`src/rtl/mem_port_arbiter.sv`:
```
// Shares the single memory bus between instruction fetch and load/store.
// One transaction at a time, with flush drain and bus-timeout abort.
module mem_port_arbiter #(
    parameter int AW      = 32,
    parameter int DW      = 32,
    parameter int TIMEOUT = 255
) (
    input  logic            clk,
    input  logic            rst_n,
    input  logic            if_req,
    input  logic [AW-1:0]   if_addr,
    input  logic            if_kill,
    output logic [DW-1:0]   if_rdata,
    output logic            if_done,
    output logic            if_err,
    output logic            if_stall,
    input  logic            d_req,
    input  logic            d_we,
    input  logic [AW-1:0]   d_addr,
    input  logic [DW-1:0]   d_wdata,
    input  logic [DW/8-1:0] d_wstrb,
    output logic [DW-1:0]   d_rdata,
    output logic            d_done,
    output logic            d_err,
    output logic            d_stall,
    output logic            bus_req,
    output logic            bus_we,
    output logic [AW-1:0]   bus_addr,
    output logic [DW-1:0]   bus_wdata,
    output logic [DW/8-1:0] bus_wstrb,
    input  logic            bus_rvalid,
    input  logic [DW-1:0]   bus_rdata
);

    localparam int TW = 10;
    localparam logic [TW-1:0] TLAST = TW'(TIMEOUT - 1);

    typedef enum logic [1:0] {
        IDLE,
        BUSY_I,
        BUSY_D,
        DRAIN
    } state_t;

    state_t        state;
    state_t        state_nx;
    logic          last_d;
    logic [TW-1:0] timer;
    logic          expired;
    logic          i_ok;
    logic          grant_d;
    logic          grant_i;

    assign expired = (timer == TLAST) & ~bus_rvalid;
    assign i_ok    = if_req & ~if_kill;
    // data wins unless the previous winner was data and a fetch is waiting
    assign grant_d = d_req & ~(i_ok & last_d);
    assign grant_i = i_ok & ~grant_d;

    assign bus_req  = (state != IDLE);
    assign if_rdata = if_done ? bus_rdata : '0;
    assign d_rdata  = d_done ? bus_rdata : '0;
    assign if_stall = if_req & ~if_done & ~if_err;
    assign d_stall  = d_req & ~d_done & ~d_err;

    always_comb begin
        state_nx = state;
        if_done  = 1'b0;
        if_err   = 1'b0;
        d_done   = 1'b0;
        d_err    = 1'b0;
        unique case (state)
            IDLE: begin
                if (grant_d) begin
                    state_nx = BUSY_D;
                end else if (grant_i) begin
                    state_nx = BUSY_I;
                end
            end
            BUSY_I: begin
                if (bus_rvalid) begin
                    state_nx = IDLE;
                    if_done  = ~if_kill;
                end else if (if_kill) begin
                    state_nx = expired ? IDLE : DRAIN;
                end else if (expired) begin
                    state_nx = IDLE;
                    if_err   = 1'b1;
                end
            end
            BUSY_D: begin
                if (bus_rvalid) begin
                    state_nx = IDLE;
                    d_done   = 1'b1;
                end else if (expired) begin
                    state_nx = IDLE;
                    d_err    = 1'b1;
                end
            end
            DRAIN: begin
                if (bus_rvalid | expired) begin
                    state_nx = IDLE;
                end
            end
            default: state_nx = IDLE;
        endcase
    end

    always_ff @(posedge clk or negedge rst_n) begin
        if (!rst_n) begin
            state     <= IDLE;
            last_d    <= 1'b0;
            timer     <= '0;
            bus_we    <= 1'b0;
            bus_addr  <= '0;
            bus_wdata <= '0;
            bus_wstrb <= '0;
        end else begin
            state <= state_nx;
            if (d_done) begin
                last_d <= 1'b1;
            end else if (if_done) begin
                last_d <= 1'b0;
            end
            // a drained fetch keeps its original deadline
            if (state == IDLE) begin
                timer <= '0;
            end else if (!bus_rvalid) begin
                timer <= timer + TW'(1);
            end
            if (state == IDLE && grant_d) begin
                bus_we    <= d_we;
                bus_addr  <= d_addr;
                bus_wdata <= d_wdata;
                bus_wstrb <= d_we ? d_wstrb : '0;
            end else if (state == IDLE && grant_i) begin
                bus_we    <= 1'b0;
                bus_addr  <= if_addr;
                bus_wdata <= '0;
                bus_wstrb <= '0;
            end
        end
    end

endmodule

```
`config.mk`:
```
export PLATFORM = sky130hd
export DESIGN_NAME = mem_port_arbiter
export DESIGN_NICKNAME = d
export VERILOG_FILES = /design/src/rtl/mem_port_arbiter.sv
export SDC_FILE = /design/constraint.sdc
export NUM_CORES = 1
export LEC_CHECK = 0
export BUFFER_PORTS_ARGS = -buffer_cell sky130_fd_sc_hd__buf_4
export CAP_MARGIN = 20
export CORE_ASPECT_RATIO = 2
export CORE_MARGIN = 5
export CORE_UTILIZATION = 39
export DETAILED_ROUTE_END_ITERATION = 12
export MAX_ROUTING_LAYER = met4
export PLACE_DENSITY = 0.78
export REMOVE_ABC_BUFFERS = 1
export SLEW_MARGIN = 0
export SYNTH_ARGS = -nofsm -noshare
export SYNTH_HDL_FRONTEND = slang
export SYNTH_SLANG_ARGS = --single-unit
```
`constraint.sdc`:
```
create_clock -name clk -period 1.3 [get_ports clk]
set_input_delay 0.065 -clock clk [delete_from_list [all_inputs] [get_ports clk]]
set_output_delay 0.065 -clock clk [all_outputs]
set_load 0.02 [all_outputs]
```
[After elaboration in Yosys (flattened, before gate mapping)]
Cells that the tools add are included.
Word-level totals
  register bits: 82
  word-level logic and storage cells: 74
Operators by class
  add/sub/neg operators: 1
  eq/ne operators: 7
  multiplexer cells: 34
  bitwise logic cells: 18
  reduce and logical (&&, ||, !) cells: 7
Operator list (number)
  $mux 32: 6
  $mux 10: 2
  $mux 2: 8
  $mux 1: 14
  $mux 4: 3
  $add 10x1->10 const B: 1
  $eq 10x8->1 const B: 1
  $and 1x1->1: 9
  $not 1->1: 8
  $pmux 2 s4: 1
  $reduce_bool 2->1: 3
  $eq 2x2->1 const B: 2
  $ne 3x3->1 const B: 1
  $eq 2x1->1 const B: 1
  $logic_and 1x1->1: 2
  $logic_not 2->1: 1
  $ne 2x1->1 const B: 1
  $ne 2x2->1 const B: 1
  $reduce_and 2->1: 1
  $or 1x1->1: 1

[Longest topological paths before layout]
Gate-level depths: netlist of run 1.
  word-level depth: 10
  mapped depth: 6
  mapped depth without buffers: 5

[Least setup slack after synthesis of run 1]
No wires, ideal clock.
  path type: register to output
  start point: reg state[0]
  end point: out d_rdata[22]
  arrival time: 1518 ps
  required time: 1235 ps
  setup slack: -283 ps
  stages on the path, launching flop included: 6
  path buffers: 2
  cells stage by stage: dfrtp_1 buf_2 nand2b_1 nor2_1 clkbuf_1 and2_1
Between the ends
  longest elaborated chain between the ends: 3
RTL lines
  start, declared: line 45  | state_t state;
  start signal, assigned: line 119  | state <= state_nx;
  $eq 2x2->1: line 72  | unique case (state)
  $mux 1: line 72
  net d_done: line 23  | output logic d_done,
  $mux 32: line 62  | assign d_rdata = d_done ? bus_rdata : '0;
  end, declared: line 22  | output logic [DW-1:0] d_rdata,
The timed path passes the listed nets, and every way through them passes these cells.

[Final worst setup path of run 1]
  start point: reg timer[0]
  end point: out if_err
Between the ends
  longest elaborated chain between the ends: 6
RTL lines
  start, declared: line 48  | logic [TW-1:0] timer;
  start signal, assigned: line 129  | timer <= timer + TW'(1);
  $eq 10x8->1: line 54  | assign expired = (timer == TLAST) & ~bus_rvalid;
  $and 1x1->1: line 54
  $mux 1: line 86  | end else if (expired) begin
  $mux 1: line 84  | end else if (if_kill) begin
  $mux 1: line 81  | if (bus_rvalid) begin
  $mux 1: line 72
  end, declared: line 15  | output logic if_err,
No other way between the ends.

==> results of run 1 <==
worst paths after layout:
kind,endpoint
min,bus_addr[30]$_DFFE_PN0P_
min reg2reg,bus_addr[2]$_DFFE_PN0P_
min in group asynchronous,bus_addr[2]$_DFFE_PN0P_
max reg2reg,bus_wdata[30]$_DFFE_PN0P_
max in group asynchronous,state[0]$_DFFE_PN0P_
max,if_err
where the power goes:
group / leakage (nW) / total, mW / internal, mW / switching, mW
combinational: 3.25 / 10.6 / 5.36 / 5.21
sequential: 1.04 / 4.63 / 3.63 / 0.993
clock: 0.151 / 2.77 / 1.66 / 1.10
total: 4.44 / 18.0 / 10.7 / 7.31
worst register-to-register path, stage by stage (launching register included):
cell and delay (ns):
dfrtp_2 0.48, buf_6 0.16, nor3b_4 0.21, buf_6 0.15, and2_4 0.17, buf_12 0.14, buf_16 0.14, a22o_1 0.21
per-layer routing:
metal	up-vias	GRT usage	routed length, µm
met2	438	0.577	13600
li1	2401	-	-
met3	115	0.0673	2060
met1	2854	0.330	8120
met4	0	0.153	1730
met5	-	-	0
layout make-up:
class	count	area, µm²	share of cell area
Timing Repair Buffer	428	4200	0.436
Sequential cell	82	2060	0.213
Multi-Input combinational cell	291	2870	0.298
Inverter	6	27.5	0.00286
Clock buffer	9	225	0.0234
Clock inverter	6	82.6	0.00857
Tap cell	140	175	0.0182
cells by family after synthesis:
kind of cell | after synthesis | share of synthesized area
buffers and inverters | 53 | 0.0539
DFF | 82 | 0.472
and+or+nand+nor | 134 | 0.190
adders and majority gates | 2 | 0.00576
muxes | 1 | 0.00230
AOI/OAI and AO/OA | 150 | 0.268
xor gates and xnor gates | 4 | 0.00807
cell usage in the layout (no fill, tap or decap), drive strengths merged, types with 2 or more instances in the layout:
| master | instances |
|---|---|
| a21o | 2 |
| a21oi | 36 |
| a22o | 33 |
| a32o | 5 |
| and2 | 34 |
| and3 | 32 |
| buf | 363 |
| bufinv | 2 |
| clkbuf | 14 |
| clkinv | 3 |
| dfrtp | 82 |
| dlygate4sd3 | 60 |
| ha | 2 |
| inv | 6 |
| nand2 | 5 |
| nand2b | 34 |
| nand3b | 2 |
| nand4 | 2 |
| nand4b | 2 |
| nor2 | 11 |
| nor2b | 2 |
| nor3b | 2 |
| o21a | 2 |
| o21ai | 4 |
| o221ai | 32 |
| o2bb2ai | 32 |
| or3 | 3 |
| xor2 | 3 |
metrics by stage:
stage / utilization / power, mW
finish: 0.880 / 18.0
floorplan: - / 7.74
global route: 0.880 / 18.5
CTS: 0.819 / 16.6
detailed placement: 0.623 / 11.5
global placement: 0.623 / 11.3
timing repair:
item | 4_1_cts | 5_1_grt
endpoints found under the setup margin | 149 | 151
cloned | 16 | 7
resized for setup | 155 | 147
buffers inserted | 28 | 21
endpoints found under the hold margin | 138 | 3
hold buffers | 57 | 3
pin swaps | 51 | 92
state kept, by name (all words and copies together) (netlist names):
register / flops
bus_wstrb: 4
bus_addr: 32
bus_wdata: 32
last_d: 1
timer: 10
bus_we: 1
state: 2
==> run metrics, run 1 <==
status=complete, but fails checks; failing checks=negative setup slack; WP data required=between 1 and 1.5 ns; max-cap violation count=0; Clk pin slew, worst setup/hold paths=0.06 ns; Clock Skews=about 0.0096 ns; Buf/Inv on CP=3; kind of critical path=reg -> out; Commonest cells post-synth=82 x dfrtp_1, 36 x a21oi_1, 34 x and2_1, 34 x nand2b_1; Synth cell types=41; fin crit period=around 1.8 ns; Critical Path Source=timer[0]$_DFFE_PN0P_; pre-CTS setup slack=-0.271 ns; clock sink total=82; Crit path max-delay family=simple AND/OR/NAND/NOR gates; post-DR wirelength/cell=26.6 µm; dpl cell area=around 7000 µm²; Hold Slack=0.00468 ns; std cell rows=54; synthesized cell area=4340 µm²; nets=959; area of all placed cells without fillers=9640 µm²; ys flop type=dfrtp_1; Post-synth ARST share=1.00; final period utilization=1.41; worst-margin pin slew=0.490 ns; number of diodes=0; Final ANT Viol Nets=0; first-pass GRT wire length=33400 µm; DRT Pass-1 Iters=5; critical path peak fanout=2; Core ar.=10900 µm²; Leakage Power=around 4.4 nW; clock root buffer master=clkbuf_16; Area contributors post-synth=dfrtp_1 47%, a22o_1 6.7%, o221ai_1 6.5%, o2bb2ai_1 6.5%, and2_1 4.9%; Top cell by count, worst path=buf_4; DRC viols=0; most frequent cell after synthesis=dfrtp_1; # fillers=a little over 500; area grow syn2layout=122%; Worst R2R Setup Slack=-0.43 ns; cell taking the most area after synthesis=dfrtp_1; routed vias=5808; die width=~85 µm; Max Buffers Root-to-Sink=2; CP Launch Type=flop; Total GRT Usage=0.323; CP peak stage delay=0.39 ns; Min-Delay Path Depth=3; Finished Layout Cells=between 900 and 1k; GP Congestion=around 0.93; total power per unit cell area=1860 nW/µm²; Peak Freq=roughly 0.55 GHz; drt total wl=25600 µm; count of final setup violators=150; Initial Utilization=0.397; Seq/Total Area, Yosys=0.472; HP Start=if_addr[30]; pin count of the biggest net entering global routing=83; Synth Warn #=0; Inst Count DP=about 830; RSZ-0062 raised after global routing=yes; Synth Area per Inst=10.2 µm²; Initial DRC Count=a little over 500; Max H-tree Level=3; Slew Viols, Final=0; Clock Latency Late Sink=approximately 0.34 ns; slew margin rel.=0.673; I/O Buffers=278; vias in the first global route=approximately 6.1k; worst min path class=in -> reg; worst r2r path cells=7; share of cells above drive strength 1=0.641; post-synth top area share=0.472; critical-path cell list=inv_1 > ha_2 > nor4bb_4 > buf_4 > nand4_1 > nor2_1 > buf_4; CP arrival=1.77 ns; HPWL Detailed=12700 µm; Mapped Cells=426; Worst path depth=7; CP max stage cell=dfrtp_1; Crit. End Element=primary output; Post-synth EDFFs=0; endpoints failing hold=0; I/O pin cnt=279; Final TNS setup=-52.47 ns; worst r2r src=state[1]$_DFFE_PN0P_; grt ovf=0; CTS tree=done; drt via density=6.04; die span in y=159 µm; DIE AREA=about 13000 µm²; initial antenna violation count=0; Max rail drop VDD=1.57 mV; final setup margin=-0.532 ns; number of synthesized register bits=82; cts bufs inserted=9
Power figures use the tool's default switching activity.
==> run 2: changes to the inputs <==
- PLACE_DENSITY: 0.78 -> 0.9
==> run 2 against run 1 <==
Critical endpoint unchanged. Via count fell by 6.8%. The run still ends with negative setup slack left. Clock-buffer cell count increased by 2. Clock power shrank 6%. Critical path depth is 1 lower. Setup slack better by 0.016 ns. First-iteration DRC count down 14%. Clock skew down 0.0014 ns. Highest routed layer unchanged.
==> run metrics, run 2 (synthesis gave the netlist of run 1 again) <==
drt via density=5.89; HP Start=if_addr[16]; Clk pin slew, worst setup/hold paths=0.06 ns; Crit. End Element=primary output; Peak Freq=0.551 GHz; Leakage Power=a little over 4 nW; Max rail drop VDD=about 1.3 mV; initial antenna violation count=1; RSZ-0062 raised after global routing=yes; worst-margin pin slew=about 0.52 ns; critical path peak fanout=2; Total GRT Usage=0.260; failing checks=negative setup slack; Finished Layout Cells=919; area of all placed cells without fillers=slightly below 9000 µm²; nets=914; Pint=9.61 mW; dpl cell area=between 6000 and 7000 µm²; Core ar.=10900 µm²; std cell rows=54; slew margin rel.=0.652; Clock power frac=0.162; share of cells above drive strength 1=0.589; RR Endpoint=bus_wstrb[1]$_DFFE_PN0P_; grt ovf=0; endpoints failing hold=0; clock root buffer master=clkbuf_16; critical-path cell list=inv_1 > ha_1 > nor4bb_4 > nand4_1 > nor2_1 > buf_4; P_sw=6.48 mW; CP arrival=around 1.8 ns; CTS tree=done; Worst R2R Setup Slack=-0.38 ns; area grow syn2layout=101%; total power per unit cell area=around 1800 nW/µm²; worst min path class=in -> reg; count of final setup violators=roughly 150; pre-CTS setup slack=-0.306 ns; Clock Latency Late Sink=0.33 ns; Inst Count DP=832; CP max stage cell=dfrtp_1; WP data required=1.24 ns; status=complete, but fails checks; die width=84.6 µm; most common cell after layout, fill and taps aside=buf_4; Seq pwr share=0.282; drt total wl=22000 µm; top flop regs=bus_addr x32, bus_wdata x32, timer x10; fin crit period=between 1.5 and 2 ns; I/O pin cnt=between 200 and 300; DIE AREA=13500 µm²; Finished Core Util=0.796; CP Launch Type=flop; Clock Skews=0.00814 ns; max-cap violation count=0; first-pass GRT wire length=~27000 µm; post-DR wirelength/cell=23.9 µm; Max Buffers Root-to-Sink=2; switching share of power=0.403; Slew Viols, Final=0; Max H-tree Level=3; I/O Buffers=278; Comb pwr share=0.556; cts bufs inserted=9; CP peak stage delay=0.40 ns; GP Congestion=approximately 0.95; HPWL Detailed=roughly 13000 µm; most frequent cells in the layout=242 x buf_4, 80 x dfrtp_1, 77 x buf_6, 47 x dlygate4sd3_1, 35 x a21oi_1; worst r2r src=state[1]$_DFFE_PN0P_; die span in y=159 µm; kind of critical path=reg -> out; vias in the first global route=~5.4k; Initial DRC Count=438; Min-Delay Path Depth=3; DRT Pass-1 Iters=6; DRC viols=0; hold-critical path endpoint=bus_addr[16]$_DFFE_PN0P_; clock sink total=82; final period utilization=1.40; Initial Utilization=0.397; routed vias=5412; worst r2r path cells=7; # fillers=568; final setup margin=-0.515 ns; pin count of the biggest net entering global routing=just over 80; Final ANT Viol Nets=0
run 2: final cells by class:
cell class	instances	area (µm²)	share of cell area
clock inverter	5	63.8	0.00732
sequential	82	2050	0.236
tap	140	175	0.0201
clock buffer	11	243	0.0278
inverter	6	27.5	0.00316
timing repair buffer	383	3510	0.403
multi-input combinational	291	2640	0.303
antenna	1	2.50	0.000287
run 2: per-layer routing:
layer / wire length [µm] / track usage / up-vias / part of all wire
met5: 0 / - / - / 0
li1: - / - / 2294 / -
met1: 7440 / 0.258 / 2660 / 0.34
met2: 11600 / 0.463 / 374 / 0.53
met3: 1650 / 0.0637 / 84 / 0.075
met4: 1260 / 0.128 / 0 / 0.057
run 2: timing repair:
action / in CTS / in global routing
cloned: 0 / 9
hold buffers: 47 / 0
resized for setup: 13 / 180
endpoints found under the hold margin: 128 / 0
setup buffers: 1 / 15
pin swaps: 7 / 51
endpoints found under the setup margin: 148 / 153
run 2: worst max-delay path, delay by kind of cell (launching register included):
family | cells | cell delay (ns)
simple gates | 3 | 0.64
buf+inv | 2 | 0.25
flops | 1 | 0.40
fa+ha+maj | 1 | 0.14
run 2: worst max path at each step:
stage                    startpoint  slack [ns]                  endpoint  depth (start not counted)
2_1_floorplan                if_req       -1.39  bus_wstrb[0]$_DFFE_PN0P_                          3
3_3_place_gp   timer[0]$_DFFE_PN0P_       -0.24                  if_stall                          6
3_5_place_dp   timer[0]$_DFFE_PN0P_       -0.31      state[1]$_DFFE_PN0P_                          6
4_1_cts        timer[0]$_DFFE_PN0P_       -0.46                  if_stall                          6
5_1_grt        timer[0]$_DFFE_PN0P_       -0.59                    if_err                          6
6_report       timer[0]$_DFFE_PN0P_       -0.52                    if_err                          6
run 2: stage by stage:
step	power [mW]	setup TNS [ns]	hold slack, ns
6_report	16.1	-53.83	0.00854
5_1_grt	16.7	-59.86	0.00870
4_1_cts	14.3	-38.17	0.00158
3_5_place_dp	11.5	-15.30	0.131
3_3_place_gp	11.2	-9.10	0.117
2_1_floorplan	7.74	-146.08	-0.231
run 2: power by group through the flow:
stage	Combinational, mW	Clock, mW	Sequential (mW)
2_1_floorplan	2.23	0	5.50
3_3_place_gp	6.90	0	4.33
3_5_place_dp	7.12	0	4.36
4_1_cts	7.30	2.65	4.37
5_1_grt	9.34	2.74	4.64
6_report	8.94	2.61	4.54
